**src/rtl/wb_port_arbiter.sv**
```systemverilog
// ---------------------------------------------------------------------------
// wb_port_arbiter
//
// Purpose:
//   Shares the single register-file write port between the in-order pipeline
//   writeback (p_*) and a long-latency unit (ll_*) that returns results
//   through a valid/ready handshake. The pipeline always wins. LL results
//   fill idle write slots. A starvation counter asks the hazard unit for a
//   bubble (wb_stall) so an LL result cannot wait forever. A pending-destination
//   scoreboard (busy_mask) reports the sources that an in-flight LL op will
//   still write.
//
// Ports:
//   clk, rst            clock, synchronous active-high reset
//   p_we/p_rd/p_wdata   pipeline W-stage write request
//   ll_issue/ll_issue_rd LL op issued this cycle and its destination
//   ll_valid/ll_rd/ll_wdata, ll_ready   LL result handshake
//   rs1/rs2 -> rs1_busy/rs2_busy        D-stage scoreboard lookup
//   rf_we/rf_rd/rf_wdata                register-file write port
//   wb_stall            bubble request to the hazard unit
//   busy_mask           scoreboard contents (bit 0 always 0)
//
// Optional build macro WB_ARB_PERF_EN adds perf_conflict and perf_forced
// (32-bit wrapping event counters).
// ---------------------------------------------------------------------------
module wb_port_arbiter #(
    parameter int DATA_WIDTH   = 32,
    parameter int STARVE_LIMIT = 8,
    parameter int CNT_W        = 8
) (
    input  logic                  clk,
    input  logic                  rst,
    input  logic                  p_we,
    input  logic [4:0]            p_rd,
    input  logic [DATA_WIDTH-1:0] p_wdata,
    input  logic                  ll_issue,
    input  logic [4:0]            ll_issue_rd,
    input  logic                  ll_valid,
    input  logic [4:0]            ll_rd,
    input  logic [DATA_WIDTH-1:0] ll_wdata,
    output logic                  ll_ready,
    input  logic [4:0]            rs1,
    input  logic [4:0]            rs2,
    output logic                  rs1_busy,
    output logic                  rs2_busy,
    output logic                  rf_we,
    output logic [4:0]            rf_rd,
    output logic [DATA_WIDTH-1:0] rf_wdata,
    output logic                  wb_stall,
    output logic [31:0]           busy_mask
`ifdef WB_ARB_PERF_EN
    ,
    output logic [31:0]           perf_conflict,
    output logic [31:0]           perf_forced
`endif
);

    localparam logic [CNT_W-1:0] LIMIT = CNT_W'(STARVE_LIMIT);

    logic             p_write;
    logic             ll_ready_int;
    logic             ll_write;
    logic [31:0]      busy_mask_reg;
    logic [31:0]      busy_mask_next;
    logic [CNT_W-1:0] starve_cnt_reg;
    logic [CNT_W-1:0] starve_cnt_next;

    // Writes to x0 do not occupy the port.
    assign p_write = p_we && (p_rd != 5'd0);

    // Results for x0 are swallowed immediately, even under a pipeline write.
    // Outputs are held inactive while rst is asserted.
    assign ll_ready_int = !rst && ll_valid && (!p_write || (ll_rd == 5'd0));
    assign ll_write     = ll_ready_int && (ll_rd != 5'd0);
    assign ll_ready     = ll_ready_int;

    always_comb begin
        rf_we    = 1'b0;
        rf_rd    = 5'd0;
        rf_wdata = '0;
        if (!rst && p_write) begin
            rf_we    = 1'b1;
            rf_rd    = p_rd;
            rf_wdata = p_wdata;
        end else if (ll_write) begin
            rf_we    = 1'b1;
            rf_rd    = ll_rd;
            rf_wdata = ll_wdata;
        end
    end

    // Scoreboard next state, one bit per architectural register. A new issue
    // to the same register as a retiring result wins: that op is still pending.
    generate
        for (genvar gi = 0; gi < 32; gi++) begin : g_sb
            if (gi == 0) begin : g_zero
                assign busy_mask_next[gi] = 1'b0;
            end else begin : g_reg
                logic set_hit;
                logic clr_hit;
                assign set_hit = ll_issue && (ll_issue_rd == 5'(gi));
                assign clr_hit = ll_write && (ll_rd == 5'(gi));
                assign busy_mask_next[gi] = set_hit || (busy_mask_reg[gi] && !clr_hit);
            end
        end
    endgenerate

    // Counts consecutive cycles an offered LL result was refused.
    always_comb begin
        starve_cnt_next = starve_cnt_reg;
        if (!ll_valid || ll_ready_int) begin
            starve_cnt_next = '0;
        end else if (starve_cnt_reg != LIMIT) begin
            starve_cnt_next = starve_cnt_reg + 1'b1;
        end
    end

    always_ff @(posedge clk) begin
        if (rst) begin
            busy_mask_reg  <= '0;
            starve_cnt_reg <= '0;
        end else begin
            busy_mask_reg  <= busy_mask_next;
            starve_cnt_reg <= starve_cnt_next;
        end
    end

    assign busy_mask = rst ? 32'd0 : busy_mask_reg;
    assign rs1_busy  = busy_mask[rs1];
    assign rs2_busy  = busy_mask[rs2];
    assign wb_stall  = !rst && (starve_cnt_reg == LIMIT);

`ifdef WB_ARB_PERF_EN
    logic [31:0] perf_conflict_reg;
    logic [31:0] perf_forced_reg;

    // perf_forced steps on the same edge that raises wb_stall.
    always_ff @(posedge clk) begin
        if (rst) begin
            perf_conflict_reg <= '0;
            perf_forced_reg   <= '0;
        end else begin
            if (ll_valid && !ll_ready_int) begin
                perf_conflict_reg <= perf_conflict_reg + 32'd1;
            end
            if ((starve_cnt_next == LIMIT) && (starve_cnt_reg != LIMIT)) begin
                perf_forced_reg <= perf_forced_reg + 32'd1;
            end
        end
    end

    assign perf_conflict = perf_conflict_reg;
    assign perf_forced   = perf_forced_reg;
`endif

endmodule

```
**config.mk**
```make
export PLATFORM = sky130hd
export DESIGN_NAME = wb_port_arbiter
export DESIGN_NICKNAME = d
export VERILOG_FILES = /design/src/rtl/wb_port_arbiter.sv
export SDC_FILE = /design/constraint.sdc
export NUM_CORES = 1
export LEC_CHECK = 0
export BUFFER_PORTS_ARGS = -buffer_cell sky130_fd_sc_hd__buf_2
export CAP_MARGIN = 20
export CORE_MARGIN = 1.5
export CORE_UTILIZATION = 44
export DETAILED_ROUTE_END_ITERATION = 7
export HOLD_SLACK_MARGIN = 0.02
export PLACE_DENSITY = 0.81
export SYNTH_ARGS = -nofsm -noshare
export SYNTH_HDL_FRONTEND = slang
export SYNTH_SLANG_ARGS = --single-unit
```
**constraint.sdc**
```tcl
create_clock -name clk -period 2.1 [get_ports clk]
set_input_delay 0.315 -clock clk [delete_from_list [all_inputs] [get_ports clk]]
set_output_delay 0.315 -clock clk [all_outputs]
set_load 0.03 [all_outputs]
```
==> impl_metrics.json <==
{
  "detail-route-antenna-nets": 0,
  "die_x_um": 83.1,
  "synth_top_area_share_pct": 27.7,
  "synth_area_um2": 2820,
  "hold_buffers": 0,
  "p_sw_w": 0.000665,
  "cts_made_buffers": 5,
  "rrSetupSlack_ns": 0.40,
  "port_buffers": 166,
  "largest_reg_flops": 31,
  "cpMostUsedCell": "buf_6",
  "syn2layout_area_growth_pct": 59.0,
  "ys_async_sr_fraction_pct": 0,
  "ioPinCount": 168,
  "clock.fmax_mhz": 426,
  "holdPathStages": 3,
  "path_cells": "buf_6 > or4_4 > o21ai_4 > nand2_2 > nor2_4 > buf_4 > buf_6 > a22o_4 > buf_6",
  "cp-end-kind": "output pin",
  "synth_edf_count": 0,
  "min_from": "ll_issue_rd[2]",
  "cap_violations": 0,
  "routed_via_density": 6.41,
  "synth_cells": 326,
  "dr.pass1.iters": 6,
  "core_um2": 6060,
  "grt_pass1_wl_um": 17200,
  "final_cell_mix": "125 x buf_2, 50 x o21ai_0, 42 x buf_6",
  "setup_viol": 39,
  "vdd_drop_max_mv": 0.322,
  "antenna_found_initial": 0,
  "clock-sinks": 39,
  "top_layer": "met5",
  "drcViolationCount": 0,
  "grt.total_usage_pct": 31.2,
  "ys_ff_latch": 39,
  "drt_iter0_drc": 504,
  "status": "finished with violations",
  "wl_um": 12800,
  "skew_ns": 0.00749,
  "period_needed_ns": 2.34,
  "wl_met1_um": 4440,
  "die_y_um": 83.1,
  "startpoint_type": "primary input",
  "path_buf_inv": 4,
  "clk_latency_ns": 0.30,
  "critPathMaxStageDelay_ns": 0.55,
  "ys_dominant_reg_cell": "dfxtp_1",
  "holdWs_ns": 0.422,
  "setup_ws_ns": -0.245,
  "clkSlewWorstSetupHoldPaths_ns": 0.08,
  "cp.arrival_ns": 2.03,
  "grt-ovfl-total": 0,
  "hold_viol": 0,
  "dr_wl_met2_um": 6540,
  "crit_type": "in2out",
  "rows": 28,
  "grt_pass1_vias": 3440,
  "internal-power_w": 0.00144,
  "ff2ff_path_depth": 7,
  "r2r_start": "starve_cnt_reg[1]",
  "syn_avg_cell_area_um2": 8.65,
  "switching_share_pct": 31.7,
  "violations": "negative setup slack",
  "h-tree-depth": 2,
  "cp_max_fo": 5,
  "clockRootBuffer": "clkbuf_8",
  "synth_fp_nets": 422,
  "min_path_type": "in2reg",
  "hpwlAfterDp_um": 8760,
  "fillers": 435,
  "final_common_cell": "buf_2",
  "route.met3.wl_um": 1100,
  "p_clk_share_pct": 31.8,
  "fin_crit_sh_pct": 112,
  "final-max-slew-violation-count": 0,
  "powerDensity_nw_per_um2": 469,
  "seq_power_share_pct": 36.0,
  "power_frac_comb_pct": 32.2,
  "critPathTopFamily": "simple AND/OR/NAND/NOR gates",
  "drive_gt1_share_pct": 52.4,
  "hold_path_end": "busy_mask_reg[15]",
  "yosysSeqAreaShare_pct": 27.7,
  "die_area_um2": 6900,
  "diodes": 0,
  "synth_cell_types": 52,
  "rsz0062_at_grt": "true",
  "floorplan.initialDensity_pct": 46.5,
  "grt_max_degree": 38,
  "fin_util_pct": 74.0,
  "routedWlPerCell_um": 21.8,
  "place.gp.congestion": 0.950,
  "final_net_count": 606,
  "clockBufferDepth": 2,
  "p_leak_nw": 2.06,
  "synth_top_cell_by_area": "dfxtp_1",
  "reg2reg_to": "starve_cnt_reg[2]",
  "cts_tree": "done",
  "cp.required_ns": 1.78,
  "yosys-top-cells-area": "dfxtp_1 28%, a22o_1 11%, o21ai_0 9.1%",
  "ys_warn_count": 0,
  "vias": 3757,
  "crit_slowest_cell": "or4_4"
}
what timing repair did:
item | in CTS | in global routing
gates resized for setup | 74 | 30
pin swaps | 1 | 2
gates cloned | 0 | 4
endpoints found under the setup margin | 38 | 41
buffers inserted | 1 | 3
tightest hold or removal path, delay by kind of cell:
family	cells	cell delay, ns
AND/OR/NAND/NOR	1	0.14
buffers and inverters	1	0.13
AO/OA/AOI/OAI	1	0.09
stage by stage:
step	TNS [ns]	total power, W	setup slack (ns)	instances	instance area (µm²)
6_report	-7.04	0.00210	-0.245	586	4480
5_1_grt	-8.20	0.00214	-0.265	586	4480
4_1_cts	-2.44	0.00201	-0.134	579	4240
3_5_place_dp	-5.44	0.00131	-0.186	570	3880
3_3_place_gp	-4.11	0.00130	-0.155	570	3880
2_1_floorplan	-0.0714	0.00109	-0.0714	326	2870
worst max path at each step:
| stage | from | to | slack (ns) | cells after the start |
|---|---|---|---|---|
| finish | p_rd[1] | rf_rd[3] | -0.24 | 9 |
| global route | p_rd[1] | rf_wdata[29] | -0.26 | 8 |
| CTS | busy_mask_reg[31] | rs2_busy | -0.13 | 5 |
| detailed placement | p_rd[1] | rf_wdata[14] | -0.19 | 8 |
| global placement | p_rd[1] | rf_wdata[14] | -0.15 | 8 |
| floorplan | p_rd[1] | rf_rd[4] | -0.07 | 5 |
cell usage after synthesis, types with 3 or more instances:
library cell,number
buf_6,4
dfxtp_1,39
clkbuf_1,13
o22ai_1,4
a21oi_1,3
inv_1,6
o31ai_1,8
a22o_1,37
nand2_1,9
nand3b_1,4
mux2i_1,15
mux4_2,8
nor2b_1,38
buf_2,3
o221ai_1,4
xor2_1,5
nand4_1,3
o21ai_0,51
o211ai_1,3
nand2b_1,5
nand3_1,11
nor2_1,17
area by class of cell:
| cell class | count | area (µm²) | share of cell area, % |
|---|---|---|---|
| Sequential cell | 39 | 785 | 17.5 |
| Multi-Input combinational cell | 258 | 2080 | 46.3 |
| Inverter | 6 | 22.5 | 0.502 |
| Timing Repair Buffer | 200 | 1390 | 31.0 |
| Clock buffer | 6 | 82.6 | 1.84 |
| Tap cell | 75 | 93.8 | 2.09 |
| Clock inverter | 2 | 35.0 | 0.781 |
cell families after synthesis:
family,Yosys count,synth area share [%]
AND/OR/NAND/NOR,104,21.9
multiplexers,24,12.1
buffers and inverters,29,5.32
other,1,0.133
XOR/XNOR,7,2.17
flip-flops,39,27.7
adder cells (fa/ha/maj),2,0.887
AO/OA/AOI/OAI,120,29.8
routing by layer:
metal / GRT usage, % / vias up
li1: - / 1612
met1: 33.4 / 1768
met2: 59.3 / 304
met3: 5.96 / 71
met4: 12.6 / 2
met5: 0 / -
power by group through the flow:
stage | combinational, W | sequential, W | clock, W
3_3_place_gp | 0.000530 | 0.000772 | 0
3_5_place_dp | 0.000536 | 0.000773 | 0
4_1_cts | 0.000599 | 0.000755 | 0.000657
2_1_floorplan | 0.000318 | 0.000770 | 0
5_1_grt | 0.000700 | 0.000757 | 0.000681
6_report | 0.000678 | 0.000756 | 0.000668
No activity file was read; power rests on OpenSTA's default activity.
